--- config.mk ---
export PLATFORM = sky130hd
export DESIGN_NAME = hwpe_stream_tcdm_load_seq_flat
export DESIGN_NICKNAME = d
export VERILOG_FILES = /design/src/rtl/hwpe_stream_tcdm_load_seq_if.sv /design/src/rtl/hwpe_stream_tcdm_load_seq.sv /design/src/flat_wrapper.sv
export SDC_FILE = /design/constraint.sdc
export NUM_CORES = 1
export LEC_CHECK = 0
export ABC_AREA = 1
export CAP_MARGIN = 0
export CORE_MARGIN = 2
export CORE_UTILIZATION = 44
export CTS_CLUSTER_DIAMETER = 100
export DETAILED_ROUTE_END_ITERATION = 10
export PLACE_DENSITY = 0.87
export SYNTH_ARGS = -nofsm -noshare
export SYNTH_HDL_FRONTEND = slang
export SYNTH_SLANG_ARGS = --single-unit
--- constraint.sdc ---
create_clock -name clk_i -period 1.9 [get_ports clk_i]
set_input_delay 0.19 -clock clk_i [delete_from_list [all_inputs] [get_ports clk_i]]
set_output_delay 0.19 -clock clk_i [all_outputs]
set_load 0.01 [all_outputs]
--- src/rtl/hwpe_stream_tcdm_load_seq_if.sv ---
// TCDM request/response and HWPE stream interfaces used by the load sequencer.
// A stream word transfers on a cycle where valid and ready are both high; data must stay put while valid waits for ready.

interface hwpe_stream_intf_tcdm;
    logic        req;
    logic        gnt;
    logic [31:0] add;
    logic        wen;
    logic [3:0]  be;
    logic [31:0] data;
    logic [31:0] r_data;
    logic        r_valid;

    modport master (output req, add, wen, be, data, input gnt, r_data, r_valid);
    modport slave  (input req, add, wen, be, data, output gnt, r_data, r_valid);
endinterface

interface hwpe_stream_intf_stream #(
    parameter int unsigned DATA_WIDTH = 32
);
    logic                    valid;
    logic                    ready;
    logic [DATA_WIDTH-1:0]   data;
    logic [DATA_WIDTH/8-1:0] strb;

    modport source (output valid, data, strb, input ready);
    modport sink   (input valid, data, strb, output ready);
endinterface

--- src/rtl/hwpe_stream_tcdm_load_seq.sv ---
// Strided TCDM load sequencer: issues credit-limited read requests and forwards returned words as a stream.
// Handshakes: a request transfers when req & gnt; a response transfers when r_valid & stream.ready.

module hwpe_stream_tcdm_load_seq #(
    parameter int unsigned MAX_OUTSTANDING = 4,
    parameter int unsigned CNT_WIDTH       = 16
) (
    input  logic                 clk_i,
    input  logic                 rst_ni,
    input  logic                 clear_i,
    input  logic                 start_i,
    input  logic [31:0]          base_addr_i,
    input  logic [31:0]          stride_i,
    input  logic [CNT_WIDTH-1:0] len_i,
    output logic                 busy_o,
    output logic                 done_o,
    output logic                 resp_ready_o,
    output logic [1:0]           state_o,
    hwpe_stream_intf_tcdm.master   tcdm,
    hwpe_stream_intf_stream.source stream
);

    localparam int unsigned OW = $clog2(MAX_OUTSTANDING + 1);
    localparam logic [OW-1:0] MAX_OUT = OW'(MAX_OUTSTANDING);

    typedef enum logic [1:0] {
        IDLE  = 2'd0,
        RUN   = 2'd1,
        DRAIN = 2'd2
    } state_e;

    state_e               state_q, state_d;
    logic [31:0]          addr_q, addr_d;
    logic [31:0]          stride_q, stride_d;
    logic [CNT_WIDTH-1:0] len_q, len_d;
    logic [CNT_WIDTH-1:0] issued_q, issued_d;
    logic [OW-1:0]        outst_q, outst_d;
    logic                 done_q, done_d;
    logic                 req, grant, consume;

    // Credit check uses only registered state so req never depends on gnt/r_valid.
    assign req     = (state_q == RUN) && (outst_q < MAX_OUT);
    assign grant   = req && tcdm.gnt;
    // Stray responses (e.g. after a clear) pass through but never underflow the counter.
    assign consume = tcdm.r_valid && stream.ready && (outst_q != '0);

    always_comb begin
        state_d  = state_q;
        addr_d   = addr_q;
        stride_d = stride_q;
        len_d    = len_q;
        issued_d = issued_q;
        outst_d  = outst_q;
        done_d   = 1'b0;

        if (grant && !consume) begin
            outst_d = outst_q + OW'(1);
        end else if (!grant && consume) begin
            outst_d = outst_q - OW'(1);
        end
        if (grant) begin
            addr_d   = addr_q + stride_q;
            issued_d = issued_q + CNT_WIDTH'(1);
        end

        case (state_q)
            IDLE: begin
                if (start_i) begin
                    addr_d   = base_addr_i;
                    stride_d = stride_i;
                    len_d    = len_i;
                    issued_d = '0;
                    outst_d  = '0;
                    state_d  = (len_i != '0) ? RUN : DRAIN;
                end
            end
            RUN: begin
                if (grant && (issued_q == len_q - CNT_WIDTH'(1))) begin
                    state_d = DRAIN;
                end
            end
            DRAIN: begin
                // Looking at the next count lets done follow the last pop by one cycle.
                if (outst_d == '0) begin
                    state_d = IDLE;
                    done_d  = 1'b1;
                end
            end
            default: state_d = IDLE;
        endcase

        if (clear_i) begin
            state_d  = IDLE;
            addr_d   = '0;
            stride_d = '0;
            len_d    = '0;
            issued_d = '0;
            outst_d  = '0;
            done_d   = 1'b0;
        end
    end

    always_ff @(posedge clk_i or negedge rst_ni) begin
        if (!rst_ni) begin
            state_q  <= IDLE;
            addr_q   <= '0;
            stride_q <= '0;
            len_q    <= '0;
            issued_q <= '0;
            outst_q  <= '0;
            done_q   <= 1'b0;
        end else begin
            state_q  <= state_d;
            addr_q   <= addr_d;
            stride_q <= stride_d;
            len_q    <= len_d;
            issued_q <= issued_d;
            outst_q  <= outst_d;
            done_q   <= done_d;
        end
    end

    assign tcdm.req  = req;
    assign tcdm.add  = addr_q;
    assign tcdm.wen  = 1'b1;
    assign tcdm.be   = 4'hF;
    assign tcdm.data = '0;

    assign stream.data  = tcdm.r_data;
    assign stream.valid = tcdm.r_valid;
    assign stream.strb  = '1;
    assign resp_ready_o = stream.ready;

    assign busy_o  = (state_q != IDLE);
    assign done_o  = done_q;
    assign state_o = state_q;

endmodule

--- src/flat_wrapper.sv ---
// flat-port wrapper written by rule: the top's interface ports become plain ports
module hwpe_stream_tcdm_load_seq_flat 
#(
    parameter int unsigned MAX_OUTSTANDING = 4,
    parameter int unsigned CNT_WIDTH       = 16
)
  (clk_i, rst_ni, clear_i, start_i, base_addr_i, stride_i, len_i, busy_o, done_o, resp_ready_o, state_o, tcdm_req, tcdm_add, tcdm_wen, tcdm_be, tcdm_data, tcdm_gnt, tcdm_r_data, tcdm_r_valid, stream_valid, stream_data, stream_strb, stream_ready);
  hwpe_stream_intf_tcdm tcdm_i ();
  hwpe_stream_intf_stream #(.DATA_WIDTH(32)) stream_i ();
  input  logic clk_i;
  input  logic rst_ni;
  input  logic clear_i;
  input  logic start_i;
  input  logic [31:0] base_addr_i;
  input  logic [31:0] stride_i;
  input  logic [CNT_WIDTH-1:0] len_i;
  output logic busy_o;
  output logic done_o;
  output logic resp_ready_o;
  output logic [1:0] state_o;
  output wire logic [$bits(tcdm_i.req)-1:0] tcdm_req;
  output wire logic [$bits(tcdm_i.add)-1:0] tcdm_add;
  output wire logic [$bits(tcdm_i.wen)-1:0] tcdm_wen;
  output wire logic [$bits(tcdm_i.be)-1:0] tcdm_be;
  output wire logic [$bits(tcdm_i.data)-1:0] tcdm_data;
  input wire logic [$bits(tcdm_i.gnt)-1:0] tcdm_gnt;
  input wire logic [$bits(tcdm_i.r_data)-1:0] tcdm_r_data;
  input wire logic [$bits(tcdm_i.r_valid)-1:0] tcdm_r_valid;
  output wire logic [$bits(stream_i.valid)-1:0] stream_valid;
  output wire logic [$bits(stream_i.data)-1:0] stream_data;
  output wire logic [$bits(stream_i.strb)-1:0] stream_strb;
  input wire logic [$bits(stream_i.ready)-1:0] stream_ready;
  assign tcdm_req = tcdm_i.req;
  assign tcdm_add = tcdm_i.add;
  assign tcdm_wen = tcdm_i.wen;
  assign tcdm_be = tcdm_i.be;
  assign tcdm_data = tcdm_i.data;
  assign tcdm_i.gnt = tcdm_gnt;
  assign tcdm_i.r_data = tcdm_r_data;
  assign tcdm_i.r_valid = tcdm_r_valid;
  assign stream_valid = stream_i.valid;
  assign stream_data = stream_i.data;
  assign stream_strb = stream_i.strb;
  assign stream_i.ready = stream_ready;
  hwpe_stream_tcdm_load_seq #(.MAX_OUTSTANDING(MAX_OUTSTANDING), .CNT_WIDTH(CNT_WIDTH)) u_core (.clk_i(clk_i), .rst_ni(rst_ni), .clear_i(clear_i), .start_i(start_i), .base_addr_i(base_addr_i), .stride_i(stride_i), .len_i(len_i), .busy_o(busy_o), .done_o(done_o), .resp_ready_o(resp_ready_o), .state_o(state_o), .tcdm(tcdm_i), .stream(stream_i));
endmodule
==> impl_metrics.toml, run 1 <==
[placement]
hpwl_mm = 16.8
post_dp_cell_area_um2 = 9810
port_buffers = 125
place.gp.congestion = 0.975

[global_route]
use_met3_pct = 5.00
grt_max_degree = 103
grt_use_total_pct = 26.9
busiest_layer = "met2"
grt_pass1_wl_mm = 39.5
use_met2_pct = 47.3
grt_pass1_vias = 8141
antenna_found_initial = 0
use_met1_pct = 32.4
overflow = 0

[floorplan]
die_w_um = 136
ios = 231
dieHeight_um = 136
initial_core_util_pct = 44.7
dieArea_um2 = 18600
core_area_um2 = 17200
rows = 48

[pwr]
ir_drop_mv = 0.584
power.share.clock_pct = 17.5
seqPwrFrac_pct = 25.5
power.switching_w = 0.00499
leakagePower_nw = 5.32
intPower_w = 0.00698
comb_power_share_pct = 57.0
switching_share_pct = 41.7
powerDensity_nw_per_um2 = 1040
total_power_w = 0.0120

[sta]
fin_ws_ps = -350
period_share_pct = 118
finClkSkew_ps = 10.0
hold_viol = 0
fin_crit_ps = 2250
relSlewSlack_pct = 57.7
fmax_ghz = 0.444
rsz0062_at_grt = "true"
finalSetupViolations = 25
worst_pin_slew_ps = 635
maxSlewViolCount = 0

[yosys]
yosys_register_bits = 102
ys_seq_area_share_pct = 33.1
yosys.cell_types.count = 44
synthesis.area_um2 = 7710
yosys_warnings = 0
synth_edf_count = 0
postSynthAreaPerCell_um2 = 7.23
ys_async_sr_fraction_pct = 100
synth_cells = 1067
ys.flop_type = "dfrtp_1"

[drt]
drc = 0
vias = 8495
routedWlPerCell_um = 17.3
drt_iter0_drc = 728
drt_pass1_iterations = 5
wl_mm = 26.7
vias_per_cell = 5.50
antenna_left = 0

[layout]
ff_latch_area_um2 = 2550
syn_to_final_growth_pct = 48.7
multiInputGateArea_um2 = 5260
design_area_um2 = 11500
drive_gt1_share_pct = 29.4
final_nets = 1471
n_fill_cell = 1283
n_antenna_cell = 0

[clocking]
root_buffer = "clkbuf_16"
clkLatencyLatePin_ps = 360
path_clk_slew_ps = 70
tritoncts = "built"
clk_path_buf_depth = 2
cts_num_sinks = 102
numCtsBuffers = 9
htree_levels = 3

[setup_path]
crit_fanout = 4
cp-start-kind = "flip-flop"
cp.arrival_ps = 2490
rrSetupSlack_ps = -350
critPathKind = "flip-flop to flip-flop"
cp.required_ps = 2140
worstSetupEndpointType = "flip-flop"

[hold_path]
hp-class = "input port to async pin"

[run_status]
violations = "negative setup slack"
status = "finished, violations left"

[job]
maxCapViolCount = 0
[logic make-up after synthesis]
group                      count (synthesis)  synth area share (%)
buffers and inverters                    204                  13.7
other                                      2                0.0974
adders and majority gates                 37                  6.10
AOI/OAI and AO/OA                        193                  15.3
xor gates and xnor gates                  34                  3.86
DFF                                      102                  33.1
and+or+nand+nor                          495                  27.8
[synthesized netlist by cell type (all sizes together), types with 6 or more instances]
master / instances / share of area, %
a21o: 7 / 0.68
clkbuf: 15 / 0.73
ha: 36 / 5.8
a22o: 32 / 3.6
or2: 6 / 0.49
nand3: 57 / 4.0
xnor2: 14 / 1.6
o21bai: 6 / 0.68
nor3: 17 / 1.1
nand4: 15 / 1.5
buf: 84 / 7.9
o21ai: 76 / 5.1
a21oi: 53 / 3.4
nand2: 247 / 12
o211ai: 6 / 0.58
xor2: 20 / 2.3
dfrtp: 102 / 33
nor2: 141 / 7.4
inv: 104 / 5.1
[path summary, 6_finish.rpt]
check	depth (start not counted)	startpoint	endpoint
max	12	u_core.stride_q[14]	u_core.tcdm.add[19]
min	3	rst_ni	u_core.stride_q[20]
max reg2reg	12	u_core.stride_q[14]	u_core.tcdm.add[19]
min reg2reg	2	u_core.len_q[15]	u_core.len_q[15]
max in group asynchronous	3	rst_ni	u_core.len_q[7]
min in group clk_i	3	base_addr_i[15]	u_core.tcdm.add[15]
[layout by cell type (no fill, tap or decap), types with 5 or more instances in the layout]
cell type,netlist,final
nand3_1,54,36
a21oi_4,0,5
nor2_2,3,25
clkbuf_16,0,9
nor2_4,5,15
nand4_1,13,13
conb_1,2,41
nand3b_1,5,5
a22o_1,32,32
xnor2_1,14,12
a21oi_2,0,17
nor3_2,0,7
nor3_1,17,9
xor2_1,20,19
o21ai_1,3,16
a21o_1,7,7
inv_2,1,10
buf_4,75,161
clkdlybuf4s50_1,0,123
o211ai_1,6,6
dfrtp_1,102,100
o22ai_1,5,5
buf_12,0,7
nand2_1,247,212
a21oi_1,53,31
nor2_1,133,101
nand2_4,0,7
o21ai_4,0,5
o21ai_0,70,45
nand2_2,0,28
nand3_2,2,19
ha_4,0,26
ha_1,36,8
o21ai_2,3,10
inv_1,103,94
[flip-flops by register name, indices dropped and copies added (netlist names)]
| register | cells |
|---|---|
| u_core.len_q | 16 |
| u_core.issued_q | 16 |
| u_core.state_o | 2 |
| u_core.outst_q | 3 |
| u_core.stride_q | 32 |
| u_core.tcdm.add | 32 |
| u_core.done_o | 1 |
[critical path: stages, from the launching register on]
cell	delay, ps
dfrtp_1	440
ha_4	290
nand2_1	150
nor2_2	80
buf_4	140
a21oi_2	200
nand2_4	100
buf_4	140
a21oi_1	150
xor2_1	180
nand2_1	90
nand2_1	80
nand2_1	90
[through the flow]
step	hold slack, ps	setup TNS [ps]	cells	utilization [%]	setup slack, ps
3_3_place_gp	299	-3380	1490	56.9	-250
2_1_floorplan	-106	-106	1106	-	-33.6
3_5_place_dp	307	-4600	1490	56.9	-303
5_1_grt	367	-5910	1545	66.5	-344
4_1_cts	369	-1360	1522	62.8	-123
6_report	364	-3620	1545	66.5	-350
[repair_timing]
action                                  in CTS  in global routing
hold buffers                                 1                  0
endpoints found under the hold margin      102                  0
setup buffers                               16                 23
pin swaps                                   40                 58
endpoints found under the setup margin      27                 39
resized for setup                          117                121
[power groups by stage]
| stage | combinational (W) | sequential [W] | clock, W |
|---|---|---|---|
| floorplan | 0.00297 | 0.00299 | 0 |
| global placement | 0.00528 | 0.00291 | 0 |
| detailed placement | 0.00542 | 0.00292 | 0 |
| CTS | 0.00599 | 0.00298 | 0.00209 |
| global route | 0.00737 | 0.00309 | 0.00219 |
| finish | 0.00683 | 0.00305 | 0.00209 |
[metal layers]
| metal | up-vias | share of wire [%] | wire (um) |
|---|---|---|---|
| met5 | - | 0 | 0 |
| met2 | 474 | 49 | 13200 |
| met4 | 0 | 4.7 | 1260 |
| met3 | 104 | 7.2 | 1930 |
| met1 | 4037 | 39 | 10300 |
| li1 | 3880 | - | - |
[layout make-up]
cell class	count	share of cell area (%)
sequential	102	22.3
clock inverter	6	0.742
multi-input combinational	800	45.9
clock buffer	10	2.08
tap	225	2.46
inverter	105	3.44
timing repair buffer	297	23.1
Note: power is estimated with default switching activity, not from simulation.
==> inputs of run 2 (changes only) <==
CORE_MARGIN = unset   (was 2)
==> impl_metrics.toml, run 2 (synthesized netlist as in run 1, its figures left out) <==
[drt]
routedWlPerCell_um = 16.6
drc = 0
antenna_left = 0
drt_pass1_iterations = 5
vias_per_cell = 5.37
wl_mm = 25.7
vias = 8329
drt_iter0_drc = 602

[clocking]
root_buffer = "clkbuf_16"
numCtsBuffers = 9
htree_levels = 3
clk_path_buf_depth = 2
cts_num_sinks = 102
clkLatencyLatePin_ps = 360
tritoncts = "built"
path_clk_slew_ps = 70

[layout]
final_nets = 1477
syn_to_final_growth_pct = 50.2
final_common_cell = "nand2_1"
drive_gt1_share_pct = 30.9
layout_common_cells = "203 x nand2_1, 158 x buf_4, 123 x clkdlybuf4s50_1"
finalNonFillerCells = 1551
ff_latch_area_um2 = 2560
multiInputGateArea_um2 = 5300
n_fill_cell = 1252
n_antenna_cell = 0

[floorplan]
ios = 231
rows = 48
initial_core_util_pct = 44.9
core_area_um2 = 17200
dieHeight_um = 134
die_w_um = 134
dieArea_um2 = 18100

[placement]
pre_cts_ws_ps = -302
place.gp.congestion = 0.960
port_buffers = 125
hpwl_mm = 17.1
placed_cells = 1500

[sta]
finClkSkew_ps = 7.41
relSlewSlack_pct = 66.5
period_share_pct = 120
fin_crit_ps = 2280
rsz0062_at_grt = "true"
maxSlewViolCount = 0
fin_ws_ps = -377
fmax_ghz = 0.439
finalSetupViolations = 26
hold_viol = 0
worst_pin_slew_ps = 498

[global_route]
overflow = 0
grt_max_degree = 46
grt_use_total_pct = 25.9
grt_pass1_vias = 7751
antenna_found_initial = 0
grt_pass1_wl_mm = 36.9

[pwr]
total_power_w = 0.0120
comb_power_share_pct = 58.2
seqPwrFrac_pct = 25.5
switching_share_pct = 41.3
ir_drop_mv = 0.560
intPower_w = 0.00704
power.switching_w = 0.00496
powerDensity_nw_per_um2 = 1040
power.share.clock_pct = 16.3
leakagePower_nw = 5.35

[setup_path]
reg2reg_to = "u_core.tcdm.add[14]"
worstSetupEndpointType = "flip-flop"
ff2ff_path_depth = 10
cp.required_ps = 2140
cp.arrival_ps = 2520
crit_fanout = 3
cp-start-kind = "flip-flop"
rrSetupSlack_ps = -380
critPathKind = "flip-flop to flip-flop"
r2r_start = "u_core.tcdm.add[9]"

[job]
maxCapViolCount = 0

[run_status]
status = "finished, violations left"
violations = "negative setup slack"

[hold_path]
hp-class = "input port to async pin"
## run 2: changes by cell type in the layout (fill, tap and decap cells not counted), moves of 4 or more
cell | before | now
nand2_1 | 212 | 203
nor2_2 | 25 | 29
a21oi_1 | 31 | 27
nand2_2 | 28 | 35
a21oi_2 | 17 | 21
buf_6 | 4 | 12
## run 2: stage by stage
stage / utilization (%) / setup TNS, ps / hold WS (ps) / instance area, um2
2_1_floorplan: - / -106 / -106 / 7870
3_3_place_gp: 57.7 / -3060 / 175 / 9910
3_5_place_dp: 57.7 / -4470 / 183 / 9910
4_1_cts: 62.5 / -1780 / 337 / 10700
5_1_grt: 67.4 / -6110 / 380 / 11600
6_report: 67.4 / -3610 / 328 / 11600
## run 2: power groups by stage
| stage | clock (W) | sequential, W | combinational [W] |
|---|---|---|---|
| 3_5_place_dp | 0 | 0.00292 | 0.00551 |
| 6_report | 0.00196 | 0.00306 | 0.00699 |
| 5_1_grt | 0.00208 | 0.00310 | 0.00757 |
| 2_1_floorplan | 0 | 0.00299 | 0.00297 |
| 4_1_cts | 0.00198 | 0.00297 | 0.00595 |
| 3_3_place_gp | 0 | 0.00290 | 0.00540 |
## run 2: worst max path at each step
stage                        startpoint                   to  cells past startpoint
floorplan            u_core.tcdm.add[0]  u_core.tcdm.add[26]                     14
global placement     u_core.tcdm.add[0]  u_core.tcdm.add[20]                     13
detailed placement   u_core.tcdm.add[0]  u_core.tcdm.add[20]                     13
CTS                  u_core.tcdm.add[0]  u_core.tcdm.add[22]                     13
global route        u_core.stride_q[20]  u_core.tcdm.add[26]                     13
finish               u_core.tcdm.add[9]  u_core.tcdm.add[14]                     10
## run 2: layout make-up
| class | instances | area share [%] |
|---|---|---|
| multi-input cells | 800 | 45.7 |
| clock buffers | 12 | 2.21 |
| clock inverters | 4 | 0.464 |
| well taps | 225 | 2.43 |
| flip-flops and latches | 102 | 22.1 |
| inverters | 105 | 3.45 |
| repair buffers | 303 | 23.6 |
## run 2: repair_timing
item	CTS	global route
endpoints found under the hold margin	32	0
endpoints found under the setup margin	27	48
resized for setup	93	173
buffers inserted	13	21
pin swaps	27	61
hold buffers	1	0
## run 2: worst max-delay path, stage by stage (launching register included)
cell and delay, ps:
dfrtp_1 420, ha_4 270, a21oi_1 330, buf_4 190, nand2_1 100, a21oi_4 180
o21ai_4 100, buf_6 130, xor2_1 150, o21ai_1 190, nand2_1 90
## run 2: layer usage
layer | up-vias | global-route usage, % | part of all wire, %
li1 | 3893 | - | -
met1 | 3955 | 31.3 | 39
met2 | 384 | 45.5 | 50
met3 | 97 | 3.48 | 6.0
met4 | 0 | 11.9 | 4.4
met5 | - | 0 | 0
==> inputs of run 3 (changes only) <==
ABC_AREA = unset   (was 1)
CORE_UTILIZATION = 43   (was 44)
==> impl_metrics.toml, run 3 <==
[setup_path]
r2r_start = "u_core.stride_q[0]"
startpoint = "u_core.stride_q[0]"
cp-start-kind = "flip-flop"
crit_fanout = 3
cp.required_ps = 2140
cp.arrival_ps = 3040
worstSetupEndpointType = "flip-flop"
critPathKind = "flip-flop to flip-flop"

[placement]
pre_cts_ws_ps = -837
hpwl_mm = 15.3
post_dp_cell_area_um2 = 9670
port_buffers = 125
place.gp.congestion = 0.905

[yosys]
yosys_warnings = 0
synth_edf_count = 0
synth_cells = 879
synth_top_area_cell = "dfrtp_1"
postSynthAreaPerCell_um2 = 8.33
yosys.cell_types.count = 74
synthTopCellsByCount = "165 x nand2_1, 102 x dfrtp_1, 101 x a21oi_1"
yosys_register_bits = 102
ys.flop_type = "dfrtp_1"
ys_async_sr_fraction_pct = 100
ys_seq_area_share_pct = 34.9
synth_top_cell_area_share_pct = 34.9
synth.top_cells.by_area = "dfrtp_1 35%, nand2_1 8.5%, buf_4 7.7%, a21oi_1 6.9%, ha_1 6.2%"
yosysMostFrequentCell = "nand2_1"
synthesis.area_um2 = 7320

[global_route]
grt_pass1_wl_mm = 36.0
grt_pass1_vias = 7511
grt_use_total_pct = 25.5
antenna_found_initial = 0
grt_max_degree = 78
overflow = 0

[layout]
n_antenna_cell = 0
syn_to_final_growth_pct = 49.1
ff_latch_area_um2 = 2560
multiInputGateArea_um2 = 4870
final_nets = 1286
drive_gt1_share_pct = 29.6
final_common_cell = "buf_4"
design_area_um2 = 10900
layout_common_cells = "168 x buf_4, 157 x nand2_1, 123 x clkdlybuf4s50_1"
n_fill_cell = 1210

[clocking]
numCtsBuffers = 9
tritoncts = "built"
root_buffer = "clkbuf_16"
clk_path_buf_depth = 2
clkLatencyLatePin_ps = 370
cts_num_sinks = 102
path_clk_slew_ps = 80
htree_levels = 3

[sta]
finClkSkew_ps = 11.6
tns_ps = -15320
hold_viol = 0
fin_ws_ps = -901
fin_crit_ps = 2800
period_share_pct = 147
fmax_ghz = 0.357
worst_pin_slew_ps = 488
rsz0062_at_grt = "true"
finalSetupViolations = 33
maxSlewViolCount = 0
relSlewSlack_pct = 66.6

[floorplan]
core_area_um2 = 16600
dieArea_um2 = 17500
dieHeight_um = 132
rows = 47
initial_core_util_pct = 44.1
ios = 231
die_w_um = 132

[hold_path]
hp-class = "input port to async pin"

[drt]
routedWlPerCell_um = 17.9
vias = 7553
vias_per_cell = 5.57
antenna_left = 0
drc = 0
wl_mm = 24.2
drt_pass1_iterations = 5
drt_iter0_drc = 449

[job]
maxCapViolCount = 0

[pwr]
ir_drop_mv = 0.490
powerDensity_nw_per_um2 = 630
leakagePower_nw = 4.92

[run_status]
status = "finished, violations left"
violations = "negative setup slack"
==> run 3: logic make-up (layout without fill, tap and decap cells) <==
family / Yosys count / in the layout / share of synthesized area [%]
fa+ha+maj: 37 / 37 / 6.43
xor+xnor: 60 / 60 / 7.18
other cells: 2 / 41 / 0.103
simple gates: 321 / 321 / 20.1
mux: 7 / 7 / 0.974
compound gates: 218 / 218 / 19.0
flops: 102 / 102 / 34.9
buf+inv: 132 / 349 / 11.4
==> run 3: path summary, 6_finish.rpt <==
| kind | end | slack, ps | cells past startpoint |
|---|---|---|---|
| worst max-delay path | u_core.tcdm.add[26] | -900 | 11 |
| worst min-delay path | u_core.len_q[4] | 240 | 2 |
| worst max register to register | u_core.tcdm.add[26] | -900 | 11 |
| worst min register to register | u_core.stride_q[23] | 530 | 2 |
| max in group asynchronous | u_core.stride_q[26] | 910 | 3 |
| min in group clk_i | u_core.tcdm.add[13] | 360 | 3 |
==> run 3: worst max-delay path, stage by stage, from the launching register on <==
cell and delay (ps):
dfrtp_1 390, ha_2 200, fa_2 350, a21o_1 200
a21oi_4 180, o21ai_2 90, a31oi_2 160, a21boi_2 120
a211o_1 340, a41oi_2 230, xor2_1 300, o22ai_1 120
==> run 3: what timing repair did <==
item                       in CTS  in global routing
gates cloned                    1                  0
pin swaps                      75                 55
hold buffers                    1                  0
setup buffers                  18                 15
hold endpoints to repair       15                  0
resized for setup              63                 74
setup endpoints to repair      45                 40
==> run 3: where the power goes <==
part | leakage (nW) | switching (W) | internal, W
clock network | 0.133 | 0.000957 | 0.000918
registers | 1.37 | 0.000132 | 0.00231
logic | 3.42 | 0.00127 | 0.00128
total | 4.92 | 0.00236 | 0.00451
==> run 3: final cells by class <==
class | count | share of cell area (%)
timing repair buffer | 316 | 26.1
clock buffer | 9 | 2.06
clock inverter | 7 | 0.573
tap | 220 | 2.52
multi-input combinational | 684 | 44.7
sequential | 102 | 23.5
inverter | 17 | 0.585
==> run 3: stage by stage <==
stage	instances	hold slack [ps]	utilization (%)	total power, W
final	1355	236	65.8	0.00687
after global routing	1355	258	65.8	0.00715
after CTS	1341	233	62.8	0.00662
after detailed placement	1310	80.9	58.3	0.00461
after global placement	1310	82.0	58.3	0.00454
after floorplan	918	-106	-	0.00370
==> run 3: per-layer routing <==
| metal | global-route usage, % | vias to the layer above | wire length, um |
|---|---|---|---|
| met5 | 0 | - | 0 |
| met4 | 11.2 | 0 | 1010 |
| met3 | 5.94 | 91 | 1440 |
| met2 | 44.5 | 335 | 12100 |
| met1 | 29.9 | 3672 | 9630 |
| li1 | - | 3455 | - |
==> RTL change, RTL diff (config.mk and constraints of run 3) <==
Make the reset (`rst_ni`) synchronous in one clocked block.
--- a/src/rtl/hwpe_stream_tcdm_load_seq.sv
+++ b/src/rtl/hwpe_stream_tcdm_load_seq.sv
@@ -101,5 +101,5 @@
     end
 
-    always_ff @(posedge clk_i or negedge rst_ni) begin
+    always_ff @(posedge clk_i) begin
         if (!rst_ni) begin
             state_q  <= IDLE;
Function: differs if rst_ni is asserted again (counterexample within 4 cycles, from zero or initial values and one cycle with rst_ni low); with rst_ni held inactive, the same outputs for 4 cycles.
==> RTL change against run 3 <==
- the flow still finishes with violations (negative setup slack)
- area after synthesis is 8.1% lower
- routed wire length shrank 10%
- highest routed layer unchanged
- critical path depth down 2
- design area decreased by 7.6%
- worst setup slack gained 130 ps
- sequential cell count unchanged
- via count down 3.2%
- maximum frequency rose by 4.9%
Power is not compared: it rests on default switching activity, and its combinational part moved more than twofold at a synthesized area within 25%.
==> RTL change: results <==
set metrics [dict create \
    ys_seq_area_share_pct 30.35 \
    drive_gt1_share_pct 27.87 \
    firstDrtPassIters 6 \
    synth.area.top_cells "dfxtp_1, nand2_1, buf_4" \
    via_count 7311 \
    totalNegativeSetupSlack_ps -11900 \
    synth-adder-area-share_pct 6.993 \
    drt_iter0_drc 624 \
    antenna_found_initial 0 \
    violations "negative setup slack" \
    post-place-ws_ps -721.9 \
    cts-root-buf "clkbuf_16" \
    grt_pass1_vias 7039 \
    nNetsFinal 1274 \
    arrival_ps 2960 \
    max_stage_delay_ps 540 \
    cp_max_fo 4 \
    setup_viol 28 \
    crit_path_top_delay_cell "or4b_1" \
    holdCritPathClass "in -> reg" \
    placement.cell_area_sq_mm 0.009190 \
    skew_ps 12.35 \
    run_status "complete, but fails checks" \
    setup_ws_ps -770.4 \
    grt_first_pass_wirelength_mm 32.91 \
    r2r-start "u_core.stride_q[5]" \
    synth_ff_type "dfxtp_1" \
    grt_usage_pct 25.27 \
    place_congestion 0.9112 \
    async_flop_share_pct 0 \
    yosysUniqueCellTypes 63 \
    synth_compound_area_share_pct 20.23 \
    wl_per_cell_microns 16.29 \
    viasPerCell 5.481 \
    synth_top_area_share_pct 30.35 \
    relSlewSlack_pct 59.79 \
    timing.hold.ws_ps 369.3 \
    ys_top_cells_by_count "nand2_1, a21oi_1, dfxtp_1" \
    hpwl_mm 14.87 \
]
-- RTL change: cell types whose count changed after synthesis, sizes merged, moves of 5 or more --
cell | before | now
dfxtp | 0 | 102
o21ai | 29 | 43
o211a | 5 | 0
xnor2 | 29 | 23
dfrtp | 102 | 0
clkbuf | 34 | 39
-- RTL change: what timing repair did --
item | CTS | global route
hold buffers | 0 | 0
gates resized for setup | 54 | 37
buffers inserted | 13 | 9
endpoints found under the setup margin | 33 | 41
pin swaps | 36 | 33
-- RTL change: layout make-up --
| class | count | area [sq um] | area share [%] |
|---|---|---|---|
| sequential | 102 | 2085 | 20.68 |
| timing repair buffer | 297 | 2635 | 26.15 |
| inverter | 16 | 60.06 | 0.5959 |
| clock inverter | 5 | 80.08 | 0.7945 |
| tap | 211 | 264.0 | 2.619 |
| clock buffer | 11 | 254.0 | 2.520 |
| multi-input combinational | 692 | 4701 | 46.64 |
-- RTL change: routing by layer --
| metal | vias up | wire length [microns] | share of wire (%) | track usage (%) |
|---|---|---|---|---|
| met4 | 0 | 795 | 3.7 | 10.92 |
| met5 | - | 0 | 0 | 0 |
| met3 | 80 | 1287 | 5.9 | 5.067 |
| li1 | 3441 | - | - | - |
| met2 | 285 | 10710 | 49 | 44.09 |
| met1 | 3505 | 8933 | 41 | 30.13 |
-- RTL change: power by group through the flow --
stage	clock [uW]	sequential (uW)	combinational, uW
detailed placement	0	2300	1130
CTS	2110	2260	1190
floorplan	0	2320	672
global route	2180	2270	1350
global placement	0	2300	1110
finish	2110	2260	1260
-- RTL change: path summary, 6_finish.rpt --
kind,to,depth (start not counted)
setup / recovery,u_core.tcdm.add[28],9
hold / removal,u_core.stride_q[22],3
setup reg to reg,u_core.tcdm.add[28],9
hold reg to reg,u_core.stride_q[29],2
